## src/rtl/instr_encoder_if.sv

```systemverilog
// instr_encoder_if: field-bundle input channel and instruction-word output
// channel of the instruction encoder.
//   master : producer of field bundles / consumer of encoded words
//   slave  : the encoder
// Input channel : in_valid/in_ready, fmt, opcode, funct3, funct7, rs1, rs2,
//                 rd, immed[N-1:0]
// Output channel: out_valid/out_ready, out_instr[31:0], out_addr[ADDR_W-1:0]
interface instr_encoder_if #(
  parameter int N      = 32,
  parameter int ADDR_W = 10
);
  logic              in_valid;
  logic              in_ready;
  logic [2:0]        fmt;
  logic [6:0]        opcode;
  logic [2:0]        funct3;
  logic [6:0]        funct7;
  logic [4:0]        rs1;
  logic [4:0]        rs2;
  logic [4:0]        rd;
  logic [N-1:0]      immed;
  logic              out_valid;
  logic              out_ready;
  logic [31:0]       out_instr;
  logic [ADDR_W-1:0] out_addr;

  modport master (
    output in_valid, fmt, opcode, funct3, funct7, rs1, rs2, rd, immed, out_ready,
    input  in_ready, out_valid, out_instr, out_addr
  );

  modport slave (
    input  in_valid, fmt, opcode, funct3, funct7, rs1, rs2, rd, immed, out_ready,
    output in_ready, out_valid, out_instr, out_addr
  );
endinterface

```

## src/rtl/instr_encoder.sv

```systemverilog
// instr_encoder: packs decoded RV32I fields into a 32-bit instruction word,
// queues it in a small FIFO and streams it out with an auto-incrementing
// byte address.
// Ports:
//   clk, rst_n : clock (rising edge), asynchronous active-low reset
//   clear      : synchronous flush (FIFO empty, address back to BASE_ADDR)
//   bus        : instr_encoder_if.slave (field input / word output channels)
//   err_imm    : sticky immediate range error, only with ENC_IMM_CHECK_EN
// Optional feature macro: ENC_IMM_CHECK_EN (immediate range checking).
// The interface ADDR_W must match the module ADDR_W.
module instr_encoder #(
  parameter int N          = 32,
  parameter int ADDR_W     = 10,
  parameter int BASE_ADDR  = 0,
  parameter int FIFO_DEPTH = 4
) (
  input  logic            clk,
  input  logic            rst_n,
  input  logic            clear,
  instr_encoder_if.slave  bus
`ifdef ENC_IMM_CHECK_EN
  ,
  output logic            err_imm
`endif
);
  localparam int PTR_W = $clog2(FIFO_DEPTH);

  localparam logic [2:0] FMT_R   = 3'd0;
  localparam logic [2:0] FMT_I   = 3'd1;
  localparam logic [2:0] FMT_ISH = 3'd2;
  localparam logic [2:0] FMT_S   = 3'd3;
  localparam logic [2:0] FMT_B   = 3'd4;
  localparam logic [2:0] FMT_U   = 3'd5;
  localparam logic [2:0] FMT_J   = 3'd6;

  localparam logic [31:0] NOP_WORD = 32'h0000_0013;

  logic [N-1:0]      imm;
  logic [31:0]       enc_word;
  logic [31:0]       mem_q [FIFO_DEPTH];
  logic [31:0]       mem_d [FIFO_DEPTH];
  // Pointers carry one extra wrap bit to tell full from empty.
  logic [PTR_W:0]    wr_ptr_q, wr_ptr_d;
  logic [PTR_W:0]    rd_ptr_q, rd_ptr_d;
  logic [ADDR_W-1:0] out_addr_q, out_addr_d;
  logic              empty, full, push, pop;

  assign imm = bus.immed;

  always_comb begin
    enc_word = NOP_WORD;
    case (bus.fmt)
      FMT_R:   enc_word = {bus.funct7, bus.rs2, bus.rs1, bus.funct3, bus.rd, bus.opcode};
      FMT_I:   enc_word = {imm[11:0], bus.rs1, bus.funct3, bus.rd, bus.opcode};
      FMT_ISH: enc_word = {bus.funct7, imm[4:0], bus.rs1, bus.funct3, bus.rd, bus.opcode};
      FMT_S:   enc_word = {imm[11:5], bus.rs2, bus.rs1, bus.funct3, imm[4:0], bus.opcode};
      FMT_B:   enc_word = {imm[12], imm[10:5], bus.rs2, bus.rs1, bus.funct3,
                           imm[4:1], imm[11], bus.opcode};
      FMT_U:   enc_word = {imm[31:12], bus.rd, bus.opcode};
      FMT_J:   enc_word = {imm[20], imm[10:1], imm[11], imm[19:12], bus.rd, bus.opcode};
      default: enc_word = NOP_WORD;
    endcase
  end

  assign empty = (wr_ptr_q == rd_ptr_q);
  assign full  = (wr_ptr_q[PTR_W] != rd_ptr_q[PTR_W]) &&
                 (wr_ptr_q[PTR_W-1:0] == rd_ptr_q[PTR_W-1:0]);
  assign push  = bus.in_valid && !full;
  assign pop   = bus.out_ready && !empty;

  assign bus.in_ready  = !full;
  assign bus.out_valid = !empty;
  assign bus.out_instr = mem_q[rd_ptr_q[PTR_W-1:0]];
  assign bus.out_addr  = out_addr_q;

  // clear wins over push and pop: no write, no pop, no address step.
  always_comb begin
    mem_d      = mem_q;
    wr_ptr_d   = wr_ptr_q;
    rd_ptr_d   = rd_ptr_q;
    out_addr_d = out_addr_q;
    if (clear) begin
      wr_ptr_d   = '0;
      rd_ptr_d   = '0;
      out_addr_d = ADDR_W'(BASE_ADDR);
    end else begin
      if (push) begin
        mem_d[wr_ptr_q[PTR_W-1:0]] = enc_word;
        wr_ptr_d = wr_ptr_q + (PTR_W+1)'(1);
      end
      if (pop) begin
        rd_ptr_d   = rd_ptr_q + (PTR_W+1)'(1);
        out_addr_d = out_addr_q + ADDR_W'(4);
      end
    end
  end

  always_ff @(posedge clk or negedge rst_n) begin
    if (!rst_n) begin
      wr_ptr_q   <= '0;
      rd_ptr_q   <= '0;
      out_addr_q <= ADDR_W'(BASE_ADDR);
      for (int i = 0; i < FIFO_DEPTH; i++) mem_q[i] <= '0;
    end else begin
      wr_ptr_q   <= wr_ptr_d;
      rd_ptr_q   <= rd_ptr_d;
      out_addr_q <= out_addr_d;
      mem_q      <= mem_d;
    end
  end

`ifdef ENC_IMM_CHECK_EN
  localparam logic signed [N-1:0] I_MIN  = N'(-2048);
  localparam logic signed [N-1:0] I_MAX  = N'(2047);
  localparam logic signed [N-1:0] SH_MAX = N'(31);
  localparam logic signed [N-1:0] B_MIN  = N'(-4096);
  localparam logic signed [N-1:0] B_MAX  = N'(4094);
  localparam logic signed [N-1:0] J_MIN  = N'(-1048576);
  localparam logic signed [N-1:0] J_MAX  = N'(1048574);

  logic signed [N-1:0] imm_s;
  logic                imm_bad;
  logic                err_imm_q, err_imm_d;

  assign imm_s = $signed(imm);

  always_comb begin
    imm_bad = 1'b0;
    case (bus.fmt)
      FMT_I, FMT_S: imm_bad = (imm_s < I_MIN) || (imm_s > I_MAX);
      FMT_ISH:      imm_bad = imm[N-1] || (imm_s > SH_MAX);
      FMT_B:        imm_bad = (imm_s < B_MIN) || (imm_s > B_MAX) || imm[0];
      FMT_J:        imm_bad = (imm_s < J_MIN) || (imm_s > J_MAX) || imm[0];
      FMT_U:        imm_bad = (imm[11:0] != 12'd0);
      default:      imm_bad = 1'b0;
    endcase
  end

  always_comb begin
    err_imm_d = err_imm_q | (push & imm_bad);
    if (clear) err_imm_d = 1'b0;
  end

  always_ff @(posedge clk or negedge rst_n) begin
    if (!rst_n) err_imm_q <= 1'b0;
    else        err_imm_q <= err_imm_d;
  end

  assign err_imm = err_imm_q;
`endif
endmodule
```

## src/flat_wrapper.sv

```systemverilog
// flat-port wrapper written by rule: the top's interface ports become plain ports
module instr_encoder_flat 
#(
  parameter int N          = 32,
  parameter int ADDR_W     = 10,
  parameter int BASE_ADDR  = 0,
  parameter int FIFO_DEPTH = 4
)
  (clk, rst_n, clear, bus_in_valid, bus_fmt, bus_opcode, bus_funct3, bus_funct7, bus_rs1, bus_rs2, bus_rd, bus_immed, bus_out_ready, bus_in_ready, bus_out_valid, bus_out_instr, bus_out_addr);
  instr_encoder_if #(.N(N), .ADDR_W(ADDR_W)) bus_i ();
  input  logic clk;
  input  logic rst_n;
  input  logic clear;
  input wire logic [$bits(bus_i.in_valid)-1:0] bus_in_valid;
  input wire logic [$bits(bus_i.fmt)-1:0] bus_fmt;
  input wire logic [$bits(bus_i.opcode)-1:0] bus_opcode;
  input wire logic [$bits(bus_i.funct3)-1:0] bus_funct3;
  input wire logic [$bits(bus_i.funct7)-1:0] bus_funct7;
  input wire logic [$bits(bus_i.rs1)-1:0] bus_rs1;
  input wire logic [$bits(bus_i.rs2)-1:0] bus_rs2;
  input wire logic [$bits(bus_i.rd)-1:0] bus_rd;
  input wire logic [$bits(bus_i.immed)-1:0] bus_immed;
  input wire logic [$bits(bus_i.out_ready)-1:0] bus_out_ready;
  output wire logic [$bits(bus_i.in_ready)-1:0] bus_in_ready;
  output wire logic [$bits(bus_i.out_valid)-1:0] bus_out_valid;
  output wire logic [$bits(bus_i.out_instr)-1:0] bus_out_instr;
  output wire logic [$bits(bus_i.out_addr)-1:0] bus_out_addr;
  assign bus_i.in_valid = bus_in_valid;
  assign bus_i.fmt = bus_fmt;
  assign bus_i.opcode = bus_opcode;
  assign bus_i.funct3 = bus_funct3;
  assign bus_i.funct7 = bus_funct7;
  assign bus_i.rs1 = bus_rs1;
  assign bus_i.rs2 = bus_rs2;
  assign bus_i.rd = bus_rd;
  assign bus_i.immed = bus_immed;
  assign bus_i.out_ready = bus_out_ready;
  assign bus_in_ready = bus_i.in_ready;
  assign bus_out_valid = bus_i.out_valid;
  assign bus_out_instr = bus_i.out_instr;
  assign bus_out_addr = bus_i.out_addr;
  instr_encoder #(.N(N), .ADDR_W(ADDR_W), .BASE_ADDR(BASE_ADDR), .FIFO_DEPTH(FIFO_DEPTH)) u_core (.clk(clk), .rst_n(rst_n), .clear(clear), .bus(bus_i));
endmodule
```

## config.mk

```make
export PLATFORM = sky130hd
export DESIGN_NAME = instr_encoder_flat
export DESIGN_NICKNAME = d
export VERILOG_FILES = /design/src/rtl/instr_encoder_if.sv /design/src/rtl/instr_encoder.sv /design/src/flat_wrapper.sv
export SDC_FILE = /design/constraint.sdc
export NUM_CORES = 1
export LEC_CHECK = 0
export CAP_MARGIN = 5
export CORE_ASPECT_RATIO = 1.2
export CORE_MARGIN = 2
export CORE_UTILIZATION = 58
export CTS_CLUSTER_DIAMETER = 50
export DETAILED_ROUTE_END_ITERATION = 7
export DONT_BUFFER_PORTS = 1
export PLACE_DENSITY_LB_ADDON = 0.12
export SLEW_MARGIN = 5
export SYNTH_ARGS = -nofsm -noshare
export SYNTH_HDL_FRONTEND = slang
export SYNTH_SLANG_ARGS = --single-unit
```

## constraint.sdc

```tcl
create_clock -name clk -period 1.97 [get_ports clk]
set_input_delay 0.591 -clock clk [delete_from_list [all_inputs] [get_ports clk]]
set_output_delay 0.591 -clock clk [all_outputs]
set_load 0.1 [all_outputs]
```

==> results of run 1 <==
final timing paths:
path / start / end / slack [ns] / depth (start not counted)
max: u_core.rd_ptr_q[0] / bus_out_instr[31] / -0.46 / 3
min: rst_n / u_core.mem_q[115] / -0.13 / 0
max reg2reg: u_core.rd_ptr_q[0] / u_core.mem_q[31] / 0.07 / 6
min reg2reg: u_core.mem_q[30] / u_core.mem_q[30] / 0.48 / 2
max in group asynchronous: rst_n / u_core.rd_ptr_q[0] / 1.82 / 0
min in group clk: clear / u_core.bus.out_addr[3] / 0.22 / 1
timing repair:
action / 4_1_cts / 5_1_grt
hold endpoints to repair: 142 / 142
buffers inserted: 0 / 4
gates cloned: 0 / 1
endpoints found under the setup margin: 34 / 79
pin swaps: 0 / 2
resized for setup: 0 / 7
registers in the layout (all words and copies together), names as in the netlist:
| name | count |
|---|---|
| u_core.mem_q | 128 |
| u_core.wr_ptr_q | 3 |
| u_core.bus.out_addr | 8 |
| u_core.rd_ptr_q | 3 |
layout make-up:
type	instances	area (µm²)
Timing Repair Buffer	76	1110
Tap cell	161	201
Sequential cell	142	3560
Clock buffer	19	443
Fill cell	846	3130
Clock inverter	13	210
Inverter	10	37.5
Multi-Input combinational cell	479	3310
power by group through the flow:
stage	registers (mW)	logic [mW]	clock network, mW
global route	4.26	5.88	3.71
CTS	4.17	5.61	3.59
detailed placement	4.20	5.58	0
finish	4.17	5.59	3.55
floorplan	4.11	3.96	0
global placement	4.15	5.47	0
kinds of logic after synthesis:
family | synth area share, %
AO/OA/AOI/OAI | 15.0
XOR/XNOR | 1.65
adder cells (fa/ha/maj) | 1.06
buffers and inverters | 3.91
flip-flops | 50.2
multiplexers | 14.7
other | 0.0530
AND/OR/NAND/NOR | 13.4
critical path, cell delays in order, from the launching register on:
cell,delay (ns)
dfrtp_2,0.43
buf_12,0.20
mux4_2,0.58
buf_12,0.20
cell usage after synthesis (3+ instances only):
master    instances
a22o_1            6
nand2_1         137
clkbuf_1         25
o22ai_1           4
o31ai_1           3
nand3_1          12
mux2i_1          13
nand2b_1         12
buf_2            20
ha_1              6
and3b_1           4
a32oi_1           5
nor2_1           22
mux2_2           15
dfrtp_1         142
a211oi_1          7
o21ai_0         123
nor2b_1           5
buf_4             4
a21oi_1          27
or3_1             4
mux4_2           33
and3_1            8
o31ai_2           5
nand3b_1          6
xor2_1            5
buf_1             4
o21ai_1           3
inv_1            10
metrics by stage:
step | setup TNS [ns] | setup slack [ns] | power, mW | instance area (µm²) | instances
floorplan | -3.12 | -0.135 | 8.06 | 7110 | 684
global placement | -0.00192 | -0.00192 | 9.62 | 8130 | 863
detailed placement | -0.0215 | -0.0130 | 9.79 | 8130 | 863
CTS | -14.98 | -0.480 | 13.4 | 8780 | 895
global route | -15.92 | -0.499 | 13.8 | 8870 | 900
finish | -14.30 | -0.463 | 13.3 | 8870 | 900
routing by layer:
metal | GRT usage [%] | wire [µm] | up-vias
met5 | 0 | 0 | -
li1 | - | - | 2503
met2 | 47.7 | 9090 | 178
met4 | 10.5 | 401 | 0
met1 | 36.6 | 7190 | 2757
met3 | 4.90 | 828 | 29
cells in the final DEF (no fill, tap or decap), types with 6 or more instances in the layout:
master	instances
buf_4	32
buf_12	40
a22o_1	6
a211oi_1	7
mux4_2	33
nand3_1	12
mux2i_1	13
mux2_2	15
nand2b_1	12
inv_1	10
a21oi_1	27
clkbuf_16	18
and3_1	8
ha_1	6
nand3b_1	6
dfrtp_1	138
nand2_1	135
nor2_1	22
o21ai_0	123
==> impl_metrics.ini, run 1 <==
[outcome]
status = finished with violations
violations = negative hold slack, negative setup slack

[sta]
finalClockSkew_ns = 0.0132
relSlewSlack_pct = 58.9
slew_viol_final = 0
fin_hold_ws_ns = -0.134
rsz0062_at_grt = yes
setup_viol = 34
worst_pin_slew_ns = 0.616
min_period_ns = 2.43
max_freq_mhz = 411
fin_ws_ns = -0.463
timing_hold_violations_final = 142
final.period_utilization_pct = 124

[critical_path]
worstPathRequired_ns = 1.38
path_class = reg2out
cp-end-kind = primary output
cp.arrival_ns = 1.84
worst_setup_path_start_kind = flip-flop
cp_max_fo = 15

[synth]
ys_seq_elements = 142
synthCells = 683
synth_top_cell_area_share_pct = 50.2
synth_area_mm2 = 0.00707
synth_area_leader_cell = dfrtp_1
synth.distinct_cells = 39
avgSynthCellArea_um2 = 10.4
ys_async_sr_fraction_pct = 100
synth_edf_count = 0
ys_seq_area_share_pct = 50.2
yosys-top-cells-area = dfrtp_1 (50%), mux4_2 (11%), o21ai_0 (8.7%), nand2_1 (7.3%), mux2_2 (2.4%)
synthFlopType = dfrtp_1
synth_warnings = 0

[floorplan]
start_util_pct = 58.9
core_area_mm2 = 0.0120
fp.dieH_um = 125
die_w_um = 105
die_area_mm2 = 0.0131
rows = 44
ioPinCount = 116

[detailed_routing]
firstDrtPassIters = 6
final_antenna_net_count = 0
drt_wl_total_um = 17500
routedWlPerCell_um = 19.4
drcViolationCount = 0
drt_iter0_drc = 386
vias = 5467
avgViaCountPerCell = 6.07

[global_route]
grt_max_degree = 143
grt_pass1_wl_um = 28700
grt.overflow.total = 0
grt_antenna_before_repair = 0
grt_pass1_vias = 5680
track_usage_pct = 28.1

[clocking]
cts_root_buf = clkbuf_16
h-tree-depth = 4
clk_latency_ns = 0.42
clk_path_buf_depth = 2
cts_buffers = 17
cts_sinks = 142
clk_pin_slew_worst_paths_ns = 0.06
cts_tree = yes

[power]
powerDensity_mw_per_mm2 = 1500
sequentialPowerShare_pct = 31.4
ir_worst_vdd_mv = 1.20
pwr-share-clk_pct = 26.7
p_int_mw = 8.16
p_comb_share_pct = 42.0
switching_share_pct = 38.7
leakage_nw = 3.93
power.switching_mw = 5.15

[worst_hold_path]
hold_path.class = in2async

[run]
maxCapViolCount = 0

[placed_design]
hpwlAfterDp_um = 11500
place.gp.congestion = 0.803
io_buffers = 0

[finish]
nets = 804
insertedDiodeCount = 0
drive_gt1_share_pct = 22.9
fin_util_pct = 73.9
syn2layout_area_growth_pct = 25.4
No activity file was read; power rests on OpenSTA's default activity.
==> run 2, diff against run 1 <==
CORE_UTILIZATION = 63   (was 58)
RECOVER_POWER = 25   (was not set)
clock period = 2.46 ns   (was 1.97 ns; I/O delays follow)
==> impl_metrics.ini, run 2 (synthesis results as in run 1) <==
[global_route]
track_usage_pct = 30.5
grt_pass1_vias = 5813
grt_pass1_wl_um = 28100
grt_antenna_before_repair = 0
grt_max_degree = 143
grt.overflow.total = 0

[run]
maxCapViolCount = 0

[critical_path]
worstPathRequired_ns = 1.72
critPathMostFrequentCell = buf_12
ff2ff_setup_slack_ns = 0.48
crit_chain = buf_12 > mux4_2 > buf_12
crit_path_max_incr_delay_ns = 0.59
slowest_stage = mux4_2
worst_setup_path_start_kind = flip-flop
cp.arrival_ns = 1.82
path_class = reg2out
cp_max_fo = 18
cp-end-kind = primary output

[detailed_routing]
avgViaCountPerCell = 6.33
drcViolationCount = 0
final_antenna_net_count = 0
routedWlPerCell_um = 20.1
firstDrtPassIters = 5
drt_wl_total_um = 17300
drt_iter0_drc = 356
vias = 5467

[clocking]
clk_path_buf_depth = 2
post_cts_buffers = 0
cts_buffers = 17
cts_sinks = 142
clk_latency_ns = 0.42
cts_tree = yes
clk_pin_slew_worst_paths_ns = 0.06
cts_root_buf = clkbuf_16
h-tree-depth = 4

[floorplan]
fp.dieH_um = 120
start_util_pct = 64.4
die_w_um = 101
core_area_mm2 = 0.0110
rows = 42
die_area_mm2 = 0.0121
ioPinCount = 116

[power]
ir_worst_vdd_mv = 0.911
powerDensity_mw_per_mm2 = 1220
leakage_nw = 3.85

[sta]
slew_viol_final = 0
finalClockSkew_ns = 0.00610
relSlewSlack_pct = 38.6
min_period_ns = 2.56
timing_hold_violations_final = 0
setup_viol = 32
fin_hold_ws_ns = 0.0247
rsz0062_at_grt = yes
max_freq_mhz = 391
fin_ws_ns = -0.0999
worst_pin_slew_ns = 0.921
final.period_utilization_pct = 104

[placed_design]
io_buffers = 0
pre_cts_slack_ns = 0.330
hpwlAfterDp_um = 11500
place.gp.congestion = 0.815

[worst_hold_path]
hold_path.class = in2async

[finish]
nets = 799
multi_input_area_mm2 = 0.00329
fin_util_pct = 79.1
final_cell_mix = dfrtp_1 (140), nand2_1 (137), o21ai_0 (123)
insertedDiodeCount = 0
n_fill_cell = 670
largest_register_ffs = 128
drive_gt1_share_pct = 21.3
regMostFlops = u_core.mem_q
seqCellArea_mm2 = 0.00356
syn2layout_area_growth_pct = 22.8
layout_commonest_cell = dfrtp_1

[outcome]
status = finished with violations
violations = negative setup slack
## run 2: through the flow
step	instances	cell area [µm²]	setup TNS (ns)	total power, mW
global placement	831	8000	0	7.64
detailed placement	831	8000	0	7.80
CTS	861	8650	-2.88	10.6
finish	864	8680	-2.10	10.6
global route	864	8680	-3.70	11.0
floorplan	684	7080	0	6.42
## run 2: repair_timing
| action | CTS | global route |
|---|---|---|
| hold buffers | 0 | 3 |
| setup endpoints to repair | 34 | 34 |
| hold endpoints to repair | 0 | 7 |
| gates resized for setup | 1 | 2 |
## run 2: path summary, 6_finish.rpt
check / to / from / cells after the start
max: bus_out_instr[24] / u_core.rd_ptr_q[0] / 3
min reg2reg: u_core.mem_q[102] / u_core.mem_q[102] / 2
min in group clk: u_core.bus.out_addr[6] / clear / 1
max reg2reg: u_core.bus.out_addr[8] / u_core.rd_ptr_q[0] / 6
min: u_core.mem_q[46] / rst_n / 0
max in group asynchronous: u_core.mem_q[45] / rst_n / 1
## run 2: routing by layer
layer  GRT usage (%)  routed length, µm
met5               0                  0
met4            12.2                342
met3            7.16               1150
met2            51.2               9220
met1            38.1               6620
## run 2: cell type report
| type | count | share of cell area [%] |
|---|---|---|
| multi-input cells | 479 | 37.9 |
| clock inverters | 11 | 2.19 |
| inverters | 10 | 0.432 |
| repair buffers | 71 | 11.5 |
| clock buffers | 19 | 5.22 |
| well taps | 132 | 1.90 |
| flip-flops and latches | 142 | 40.9 |
## run 2: worst max-delay path: cells and delay by family (launching register included)
kind                   cells  cell delay [ns]
buffers and inverters      2             0.41
multiplexers               1             0.59
flip-flops                 1             0.41
## run 2: power by group
group / switching [mW] / leakage (nW) / internal [mW]
clock: 0.958 / 0.303 / 1.84
combinational: 2.76 / 1.71 / 1.69
sequential: 0.372 / 1.83 / 2.98
total: 4.09 / 3.85 / 6.50
==> run 3, diff against run 2 <==
CORE_ASPECT_RATIO = 0.6   (was 1.2)
==> impl_metrics.ini, run 3 (synthesis results as in run 1) <==
[outcome]
status = finished with violations
violations = negative setup slack

[clocking]
clk_path_buf_depth = 2
clk_pin_slew_worst_paths_ns = 0.06
cts_root_buf = clkbuf_16
cts_tree = yes
cts_buffers = 17
h-tree-depth = 4
clk_latency_ns = 0.42
cts_sinks = 142

[global_route]
grt_max_degree = 138
grt_pass1_vias = 5773
grt_antenna_before_repair = 1
grt.overflow.total = 0
grt_pass1_wl_um = 29100
track_usage_pct = 31.6

[sta]
setup_viol = 32
setup_tns_ns = -4.47
max_freq_mhz = 377
finalClockSkew_ns = 0.0104
min_period_ns = 2.65
fin_ws_ns = -0.192
fin_hold_ws_ns = 0.0186
worst_pin_slew_ns = 0.902
slew_viol_final = 0
timing_hold_violations_final = 0
rsz0062_at_grt = yes
final.period_utilization_pct = 108
relSlewSlack_pct = 39.9

[floorplan]
rows = 29
start_util_pct = 65.8
die_w_um = 141
fp.dieH_um = 86.1
die_area_mm2 = 0.0121
core_area_mm2 = 0.0107
ioPinCount = 116

[finish]
layout_commonest_cell = dfrtp_1
largest_register_ffs = 128
nets = 794
seqCellArea_mm2 = 0.00356
n_fill_cell = 622
final_cell_mix = dfrtp_1 (140), nand2_1 (137), o21ai_0 (123)
drive_gt1_share_pct = 21.0
regMostFlops = u_core.mem_q
syn2layout_area_growth_pct = 21.8
multi_input_area_mm2 = 0.00329
stdcell_area_mm2 = 0.00861

[critical_path]
worst_setup_path_start_kind = flip-flop
worstPathRequired_ns = 1.72
cp_max_fo = 11
path_class = reg2out
cp-end-kind = primary output
cp.arrival_ns = 1.91

[detailed_routing]
vias = 5535
avgViaCountPerCell = 6.37
drt_wl_total_um = 17900
drt_iter0_drc = 444
final_antenna_net_count = 0
drcViolationCount = 0
routedWlPerCell_um = 20.6
firstDrtPassIters = 5

[placed_design]
postPlaceCellArea_mm2 = 0.00794
hpwlAfterDp_um = 11600
io_buffers = 0
place.gp.congestion = 0.787

[power]
powerDensity_mw_per_mm2 = 1200
ir_worst_vdd_mv = 0.940
leakage_nw = 3.81

[worst_hold_path]
hold_path.class = in2async

[run]
maxCapViolCount = 0
run 3: cell types whose count changed in the layout (fill, tap and decap cells not counted):
cell and delta:
buf_4 -6, inv_6 +5, bufinv_16 -4, clkinv_4 +4
clkbuf_8 -2, clkinv_2 -2, inv_8 +2, buf_16 +1
clkinvlp_4 -1, diode_2 +1
run 3: worst max-delay path: stages, from the launching register on:
cell and delay [ns]:
dfrtp_2 0.50, buf_12 0.20, mux4_2 0.59, buf_12 0.20
run 3: area by class of cell:
type,count,area share (%)
Antenna cell,1,0.0290
Sequential cell,142,41.3
Multi-Input combinational cell,479,38.2
Clock inverter,15,1.79
Tap cell,139,2.02
Timing Repair Buffer,66,11.3
Clock buffer,17,4.94
Inverter,10,0.436
run 3: timing repair:
item	CTS	global route
hold buffers	1	2
setup endpoints to repair	31	34
setup buffers	3	0
gates cloned	1	0
endpoints found under the hold margin	6	3
resized for setup	4	0
pin swaps	1	0
run 3: routing by layer:
layer  share of wire, %  global-route usage, %  wire, µm  up-vias
li1                   -                      -         -     2487
met1                 42                   41.9      7520     2780
met2                 48                   51.0      8500      225
met3                7.9                   8.10      1410       43
met4                2.6                   12.9       459        0
met5                  0                      0         0        -
run 3: metrics by stage:
| step | power (mW) | setup slack (ns) | utilization [%] | std cells |
|---|---|---|---|---|
| 2_1_floorplan | 6.42 | 0.0990 | - | 684 |
| 3_3_place_gp | 7.65 | 0.202 | 73.9 | 829 |
| 3_5_place_dp | 7.79 | 0.193 | 73.9 | 829 |
| 4_1_cts | 10.4 | -0.196 | 80.0 | 866 |
| 5_1_grt | 10.8 | -0.226 | 80.2 | 868 |
| 6_report | 10.4 | -0.192 | 80.2 | 869 |
run 3: report_power, final:
group	total, mW	switching [mW]	internal, mW
registers	3.38	0.400	2.98
logic	4.48	2.77	1.71
clock network	2.51	1.09	1.43
run 3: worst paths after layout:
kind	start	to	slack, ns	cells after the start
setup / recovery	u_core.rd_ptr_q[0]	bus_out_instr[24]	-0.19	3
hold / removal	rst_n	u_core.wr_ptr_q[1]	0.02	0
setup reg to reg	u_core.rd_ptr_q[0]	u_core.rd_ptr_q[1]	0.25	7
hold reg to reg	u_core.mem_q[5]	u_core.mem_q[5]	0.48	2
max in group asynchronous	rst_n	u_core.rd_ptr_q[2]	1.59	1
min in group clk	clear	u_core.bus.out_addr[9]	0.37	1
